[config.mk]
export PLATFORM = sky130hd
export DESIGN_NAME = out_queue_scheduler
export DESIGN_NICKNAME = d
export VERILOG_FILES = /design/src/rtl/out_queue_scheduler_pkg.sv /design/src/rtl/out_queue_scheduler_rr_picker.sv /design/src/rtl/out_queue_scheduler.sv
export SDC_FILE = /design/constraint.sdc
export NUM_CORES = 1
export LEC_CHECK = 0
export CAP_MARGIN = 20
export CORE_ASPECT_RATIO = 1.2
export CORE_MARGIN = 5
export CORE_UTILIZATION = 58
export DETAILED_ROUTE_END_ITERATION = 16
export PLACE_DENSITY = 0.82
export SETUP_SLACK_MARGIN = 0.1
export SLEW_MARGIN = 20
export SYNTH_ARGS = -nofsm -noshare
export SYNTH_HDL_FRONTEND = slang
export SYNTH_SLANG_ARGS = --single-unit
export TNS_END_PERCENT = 50
[constraint.sdc]
create_clock -name clk -period 6.2 [get_ports clk]
set_clock_uncertainty 0.1 [all_clocks]
set_input_delay 0.93 -clock clk [delete_from_list [all_inputs] [get_ports clk]]
set_output_delay 0.93 -clock clk [all_outputs]
set_load 0.03 [all_outputs]
[src/rtl/out_queue_scheduler_pkg.sv]
// ---------------------------------------------------------------------------
// out_queue_scheduler_pkg
// Shared definitions for the per-output-port dequeue scheduler:
//   - default sizing (queue count, WRR weight width, queue id width)
//   - FSM state encoding used by the top module
// ---------------------------------------------------------------------------
package out_queue_scheduler_pkg;

    localparam int NUM_OF_QUEUES  = 8;
    localparam int WEIGHT_WIDTH   = 4;
    localparam int QUEUE_ID_WIDTH = 3;

    typedef enum logic [1:0] {
        IDLE  = 2'd0,
        GRANT = 2'd1,
        XFER  = 2'd2
    } state_t;

endpackage

[src/rtl/out_queue_scheduler_rr_picker.sv]
// ---------------------------------------------------------------------------
// out_queue_scheduler_rr_picker  (rr_picker)
// Combinational round-robin search: returns the first set bit of req found
// when walking from ptr+1 upward, wrapping to 0 after the last queue.
// Ports:
//   req    in   request / eligibility vector, one bit per queue
//   ptr    in   index of the last granted queue
//   found  out  at least one request bit is set
//   idx    out  winning queue index (0 when found is low)
// ---------------------------------------------------------------------------
module out_queue_scheduler_rr_picker
    import out_queue_scheduler_pkg::*;
#(
    parameter int num_of_queues  = NUM_OF_QUEUES,
    parameter int queue_id_width = QUEUE_ID_WIDTH
) (
    input  logic [num_of_queues-1:0]  req,
    input  logic [queue_id_width-1:0] ptr,
    output logic                      found,
    output logic [queue_id_width-1:0] idx
);

    int                        cand_int;
    logic [queue_id_width-1:0] cand;

    always_comb begin
        found    = 1'b0;
        idx      = '0;
        cand_int = 0;
        cand     = '0;
        // Offset 1 is the queue right after the last grant; offset
        // num_of_queues comes back around to the last granted queue itself.
        for (int k = 1; k <= num_of_queues; k++) begin
            cand_int = (int'(ptr) + k) % num_of_queues;
            cand     = queue_id_width'(cand_int);
            if (!found && req[cand]) begin
                found = 1'b1;
                idx   = cand;
            end
        end
    end

endmodule

[src/rtl/out_queue_scheduler.sv]
// ---------------------------------------------------------------------------
// out_queue_scheduler
// Dequeue scheduler for one output port. Picks one of num_of_queues priority
// queues (strict priority or weighted round robin) and holds the grant until
// the end-of-packet word has been popped.
// Ports:
//   clk         in   clock, rising edge
//   rst         in   asynchronous active-low reset
//   sp0_wrr1    in   0 = strict priority, 1 = WRR (used only in IDLE)
//   q_nonempty  in   bit i = queue i holds a complete packet
//   weights     in   WRR weight of queue i at [(i+1)*W-1 : i*W]
//   rd_ready    in   downstream accepts one word this cycle
//   eop_in      in   popped word is end of packet (qualified by rd_en)
//   grant_vld   out  a queue is granted (GRANT and XFER)
//   grant_q     out  granted queue index
//   rd_en       out  pop one word from grant_q
//   busy        out  packet in progress (GRANT or XFER)
// ---------------------------------------------------------------------------
module out_queue_scheduler
    import out_queue_scheduler_pkg::*;
#(
    parameter int num_of_queues  = NUM_OF_QUEUES,
    parameter int weight_width   = WEIGHT_WIDTH,
    parameter int queue_id_width = QUEUE_ID_WIDTH
) (
    input  logic                                  clk,
    input  logic                                  rst,
    input  logic                                  sp0_wrr1,
    input  logic [num_of_queues-1:0]              q_nonempty,
    input  logic [num_of_queues*weight_width-1:0] weights,
    input  logic                                  rd_ready,
    input  logic                                  eop_in,
    output logic                                  grant_vld,
    output logic [queue_id_width-1:0]             grant_q,
    output logic                                  rd_en,
    output logic                                  busy
);

    state_t                                      state_reg;
    logic [queue_id_width-1:0]                   grant_q_reg;
    logic                                        grant_vld_reg;
    logic                                        busy_reg;
    logic [queue_id_width-1:0]                   ptr_reg;
    logic [num_of_queues-1:0][weight_width-1:0]  credit_reg;
    // Mode used by the most recent selection; a 0->1 change marks WRR entry.
    logic                                        wrr_mode_reg;

    logic [num_of_queues-1:0][weight_width-1:0]  weight_eff;
    logic [num_of_queues-1:0][weight_width-1:0]  credit_use;
    logic [num_of_queues-1:0][weight_width-1:0]  credit_next;
    logic [num_of_queues-1:0]                    credit_nz;
    logic [num_of_queues-1:0]                    eligible;
    logic                                        wrr_enter;
    logic                                        wrr_reload;
    logic [queue_id_width-1:0]                   ptr_eff;
    logic                                        rr_found;
    logic [queue_id_width-1:0]                   rr_idx;
    logic [queue_id_width-1:0]                   sp_idx;
    logic                                        sel_valid;

    // ------------------------------------------------------------------
    // WRR credit bookkeeping
    // ------------------------------------------------------------------
    assign wrr_enter  = !wrr_mode_reg;
    // Reload when entering WRR, or when every requester has run out of credit.
    assign wrr_reload = wrr_enter || ((q_nonempty & credit_nz) == '0);
    assign ptr_eff    = wrr_enter ? queue_id_width'(num_of_queues - 1) : ptr_reg;

    generate
        for (genvar gi = 0; gi < num_of_queues; gi++) begin : g_credit
            // A zero weight still earns one packet per round so nothing starves.
            assign weight_eff[gi] = (weights[gi*weight_width +: weight_width] == '0)
                                    ? weight_width'(1)
                                    : weights[gi*weight_width +: weight_width];
            assign credit_nz[gi]  = (credit_reg[gi] != '0);
            assign credit_use[gi] = wrr_reload ? weight_eff[gi] : credit_reg[gi];
            assign eligible[gi]   = q_nonempty[gi] && (credit_use[gi] != '0);
            assign credit_next[gi] = ((rr_idx == queue_id_width'(gi)) && (credit_use[gi] != '0))
                                     ? credit_use[gi] - weight_width'(1)
                                     : credit_use[gi];
        end
    endgenerate

    out_queue_scheduler_rr_picker #(
        .num_of_queues  (num_of_queues),
        .queue_id_width (queue_id_width)
    ) u_rr_picker (
        .req   (eligible),
        .ptr   (ptr_eff),
        .found (rr_found),
        .idx   (rr_idx)
    );

    // ------------------------------------------------------------------
    // Strict priority: highest set index wins (later iterations override).
    // ------------------------------------------------------------------
    always_comb begin
        sp_idx = '0;
        for (int i = 0; i < num_of_queues; i++) begin
            if (q_nonempty[i]) begin
                sp_idx = queue_id_width'(i);
            end
        end
    end

    assign sel_valid = sp0_wrr1 ? rr_found : (|q_nonempty);

    // ------------------------------------------------------------------
    // FSM with registered grant outputs
    // ------------------------------------------------------------------
    always_ff @(posedge clk or negedge rst) begin
        if (!rst) begin
            state_reg     <= IDLE;
            grant_q_reg   <= '0;
            grant_vld_reg <= 1'b0;
            busy_reg      <= 1'b0;
            ptr_reg       <= queue_id_width'(num_of_queues - 1);
            credit_reg    <= '0;
            wrr_mode_reg  <= 1'b0;
        end else begin
            case (state_reg)
                IDLE: begin
                    if (sel_valid) begin
                        state_reg     <= GRANT;
                        grant_vld_reg <= 1'b1;
                        busy_reg      <= 1'b1;
                        wrr_mode_reg  <= sp0_wrr1;
                        if (sp0_wrr1) begin
                            grant_q_reg <= rr_idx;
                            ptr_reg     <= rr_idx;
                            credit_reg  <= credit_next;
                        end else begin
                            grant_q_reg <= sp_idx;
                        end
                    end
                end
                GRANT: begin
                    state_reg <= XFER;
                end
                XFER: begin
                    if (rd_ready && eop_in) begin
                        state_reg     <= IDLE;
                        grant_vld_reg <= 1'b0;
                        busy_reg      <= 1'b0;
                    end
                end
                default: begin
                    state_reg     <= IDLE;
                    grant_vld_reg <= 1'b0;
                    busy_reg      <= 1'b0;
                end
            endcase
        end
    end

    assign grant_vld = grant_vld_reg;
    assign grant_q   = grant_q_reg;
    assign busy      = busy_reg;
    // Combinational so the pop lines up with downstream acceptance this cycle.
    assign rd_en     = (state_reg == XFER) && rd_ready;

endmodule

==> key figures <==
Place
  • Placed cell count: 820
  • IO buf count: 50
  • GP Congestion: 1.06
  • Pre-CTS WS: -0.379 ns
  • Dpl hpwl: approximately 13,000 µm
  • Dpl cell area: around 6000 µm²

Drt
  • Avg WL per Cell: 22.5 µm
  • Vias: 6,024
  • Final wirelength: 18,800 µm
  • Initial DRC count: 893
  • Vias/cell: 7.21
  • Drt first pass iters: 7
  • Antenna viol nets, final: 0
  • Residual DRC count: 0

STA
  • RSZ-0062 raised after global routing: false
  • Final Max Tran Viols: 0
  • Crit share post-route: a little over nine tenths
  • Final setup margin: 0.310 ns
  • Worst Max-Slew Pin Slew: 0.839 ns
  • Minimum clock period: between 5 and 6 ns
  • Setup Viol. Count Final: 0
  • FMAX: around 0.17 GHz
  • Hold_ws: 0.409 ns
  • Final hold violations: 0
  • Max_slew headroom: between 40% and 50%

Worst hold path
  • HP Class: flip-flop to flip-flop

GRT
  • Grt total ovfl: 0
  • Largest net degree at the start of global routing: 43
  • First-pass GRT wire length: 28,600 µm
  • Vias in the first global route: approximately 5,800
  • Total global-route track usage: a little over a third
  • Initial antenna violation count: 0

Layout
  • Area of the multi-input gates: 3640 µm²
  • Nets@finish: 794
  • Fillers: 499
  • Finished Layout Cells: 835
  • Area Growth Syn to Fin: 36.8%
  • Layout cells sized above 1: 26.4%
  • Inserted Diodes: 0
  • FF+latch area: ~1100 µm²
  • Max FFs per register: 32
  • Design Area, Final: 6430 µm²

Logic synthesis
  • Count of unique library cells instantiated by Yosys: 89
  • Count leader, synth: nand2_1
  • Simple-gate area share of the yosys netlist: a little under 30%
  • #FFs+latches synth: 42
  • Area share of fa/ha/maj cells after synthesis: 2.66%
  • Main flop type after synthesis: dfrtp_1
  • Seq/Total Area, Yosys: 22.5%
  • Mean post-synth cell area: between 7 and 8 µm²
  • Number of synthesized flops with an enable pin: 0
  • Asr flop ratio synth: 100%
  • Mux cell area share after synthesis: ~7.9%
  • Largest cells by area after synthesis: dfrtp_1 (21%), nand2_1 (6.0%), o21ai_0 (4.2%), nor2_1 (4.0%), mux2i_1 (3.2%)
  • Largest family of logic cells by synthesized area: compound AO/OA/AOI/OAI gates
  • YS warnings: 0
  • Share of the synthesized area in the top cell type: 20.8%
  • Net Count, Synth: 661
  • XOR/XNOR Fraction of Synth Area: approximately 2.2%
  • Yosys top cell by area: dfrtp_1
  • Synth cell count leaders: nand2_1 (75), nor2_1 (50), dfrtp_1 (39), o21ai_0 (39), nor3_1 (30)
  • Synth Area in Compound Gates: 30.6%
  • Synthesized instance count: 606
  • Synth Cell Area: 4700 µm²

Clocking
  • Worst-skew pair later-pin latency: 0.31 ns
  • Reg clk slew, reported paths: 0.09 ns
  • CTS tree: built
  • Clock Tree Buf Depth: 2
  • H-Tree Depth: 2
  • Number of CTS-inserted buffers: 5
  • Clock sinks: 42
  • CTS root buf: clkbuf_8

Die
  • Row count: 36
  • Die width: 92.2 µm
  • Chip height: 109 µm
  • Initial core utilization: 58.6%
  • Core footprint: 8020 µm²
  • Ports: 51
  • Die Area: 10,000 µm²

Run status
  • Status: complete, no violations

Worst setup path
  • Critical path launch point type: flip-flop
  • Critical path capture point type: flip-flop
  • Top cell by count, worst path: buf_4
  • Crit-path slowest cell: o41ai_2
  • Arr. time, crit path: 6.02 ns
  • Required time of the critical path: 6.33 ns
  • Crit path max fanout: 7
  • CP Class: flip-flop to flip-flop
  • CP cell instances: o41ai_2 -> buf_4 -> nand4_4 -> o21ai_4 -> mux2i_2 -> ha_2 -> or3b_4 -> and2_1 -> and4_1 -> a211oi_2 -> buf_4 -> o211ai_1 -> a2111oi_4 -> o2111ai_4 -> nor3b_2 -> o32ai_4 -> or4_1 -> or3_1 -> nand4_1 -> o2bb2ai_1
  • CP peak stage delay: roughly 0.57 ns

Job
  • Max-Cap Viols: 0
area by class of cell:
cell class              instances  share of cell area [%]
multi-input cells             507                    56.7
repair buffers                162                    22.2
flip-flops and latches         42                    16.4
well taps                      95                    1.85
inverters                      21                    1.23
clock buffers                   7                    1.19
clock inverters                 1                   0.467
placed cells by master, fill, tap and decap left out, types with 5 or more instances in the layout:
master	count
and2_1	5
o22ai_1	5
buf_4	105
o21ai_0	35
a21boi_0	7
mux2_1	8
nor3_1	29
o21ai_1	17
a21oi_1	20
and3_1	6
o211ai_1	18
xnor2_1	5
o41ai_4	6
nand3_1	29
xor2_1	7
dlymetal6s2s_1	8
nand2_1	75
clkdlybuf4s50_1	41
mux2i_1	11
ha_1	8
nand4_1	10
or3_1	12
dfrtp_1	39
inv_1	19
nor2_1	49
clkbuf_8	5
mux2_2	5
nor4_1	5
worst paths after layout:
check	startpoint	to	slack [ns]	cells past startpoint
hold / removal	grant_q[2]$_DFFE_PN0P_	grant_q[2]$_DFFE_PN0P_	0.41	2
hold reg to reg	grant_q[2]$_DFFE_PN0P_	grant_q[2]$_DFFE_PN0P_	0.41	2
max in group asynchronous	rst	credit_reg[29]$_DFFE_PN0P_	5.08	1
setup reg to reg	credit_reg[28]$_DFFE_PN0P_	credit_reg[6]$_DFFE_PN0P_	0.31	20
setup / recovery	credit_reg[28]$_DFFE_PN0P_	credit_reg[6]$_DFFE_PN0P_	0.31	20
min in group asynchronous	rst	credit_reg[9]$_DFFE_PN0P_	0.53	1
metrics by stage:
step                      util (%)  TNS (ns)
after floorplan                  -         0
after global placement        74.8     -4.07
after detailed placement      74.8     -5.47
after CTS                     76.7         0
after global routing          80.2         0
final                         80.2         0
worst max-delay path, delay by kind of cell (launching register included):
| family | cells | cell delay (ns) |
|---|---|---|
| compound gates | 8 | 2.21 |
| fa+ha+maj | 1 | 0.25 |
| buf+inv | 2 | 0.36 |
| flops | 1 | 0.44 |
| mux | 1 | 0.30 |
| simple gates | 8 | 2.16 |
logic make-up after synthesis:
kind of cell	count (synthesis)
mux	33
xor+xnor	12
simple gates	264
buf+inv	57
compound gates	188
fa+ha+maj	10
flops	42
layer usage:
metal | track usage [%] | wire length [µm] | vias to the layer above
met5 | 0 | 0 | -
met4 | 22.3 | 1410 | 0
met3 | 5.64 | 1770 | 148
met2 | 62.0 | 9050 | 476
met1 | 41.2 | 6590 | 2821
li1 | - | - | 2579
repair_timing:
item	in CTS	in global routing
gates resized for setup	8	53
setup endpoints to repair	15	32
hold buffers	0	0
pin swaps	6	12
buffers inserted	1	6
Power is left out: the tool's default activity adds up to more than one toggle a clock period on the data nets, which glitch-free logic cannot reach.
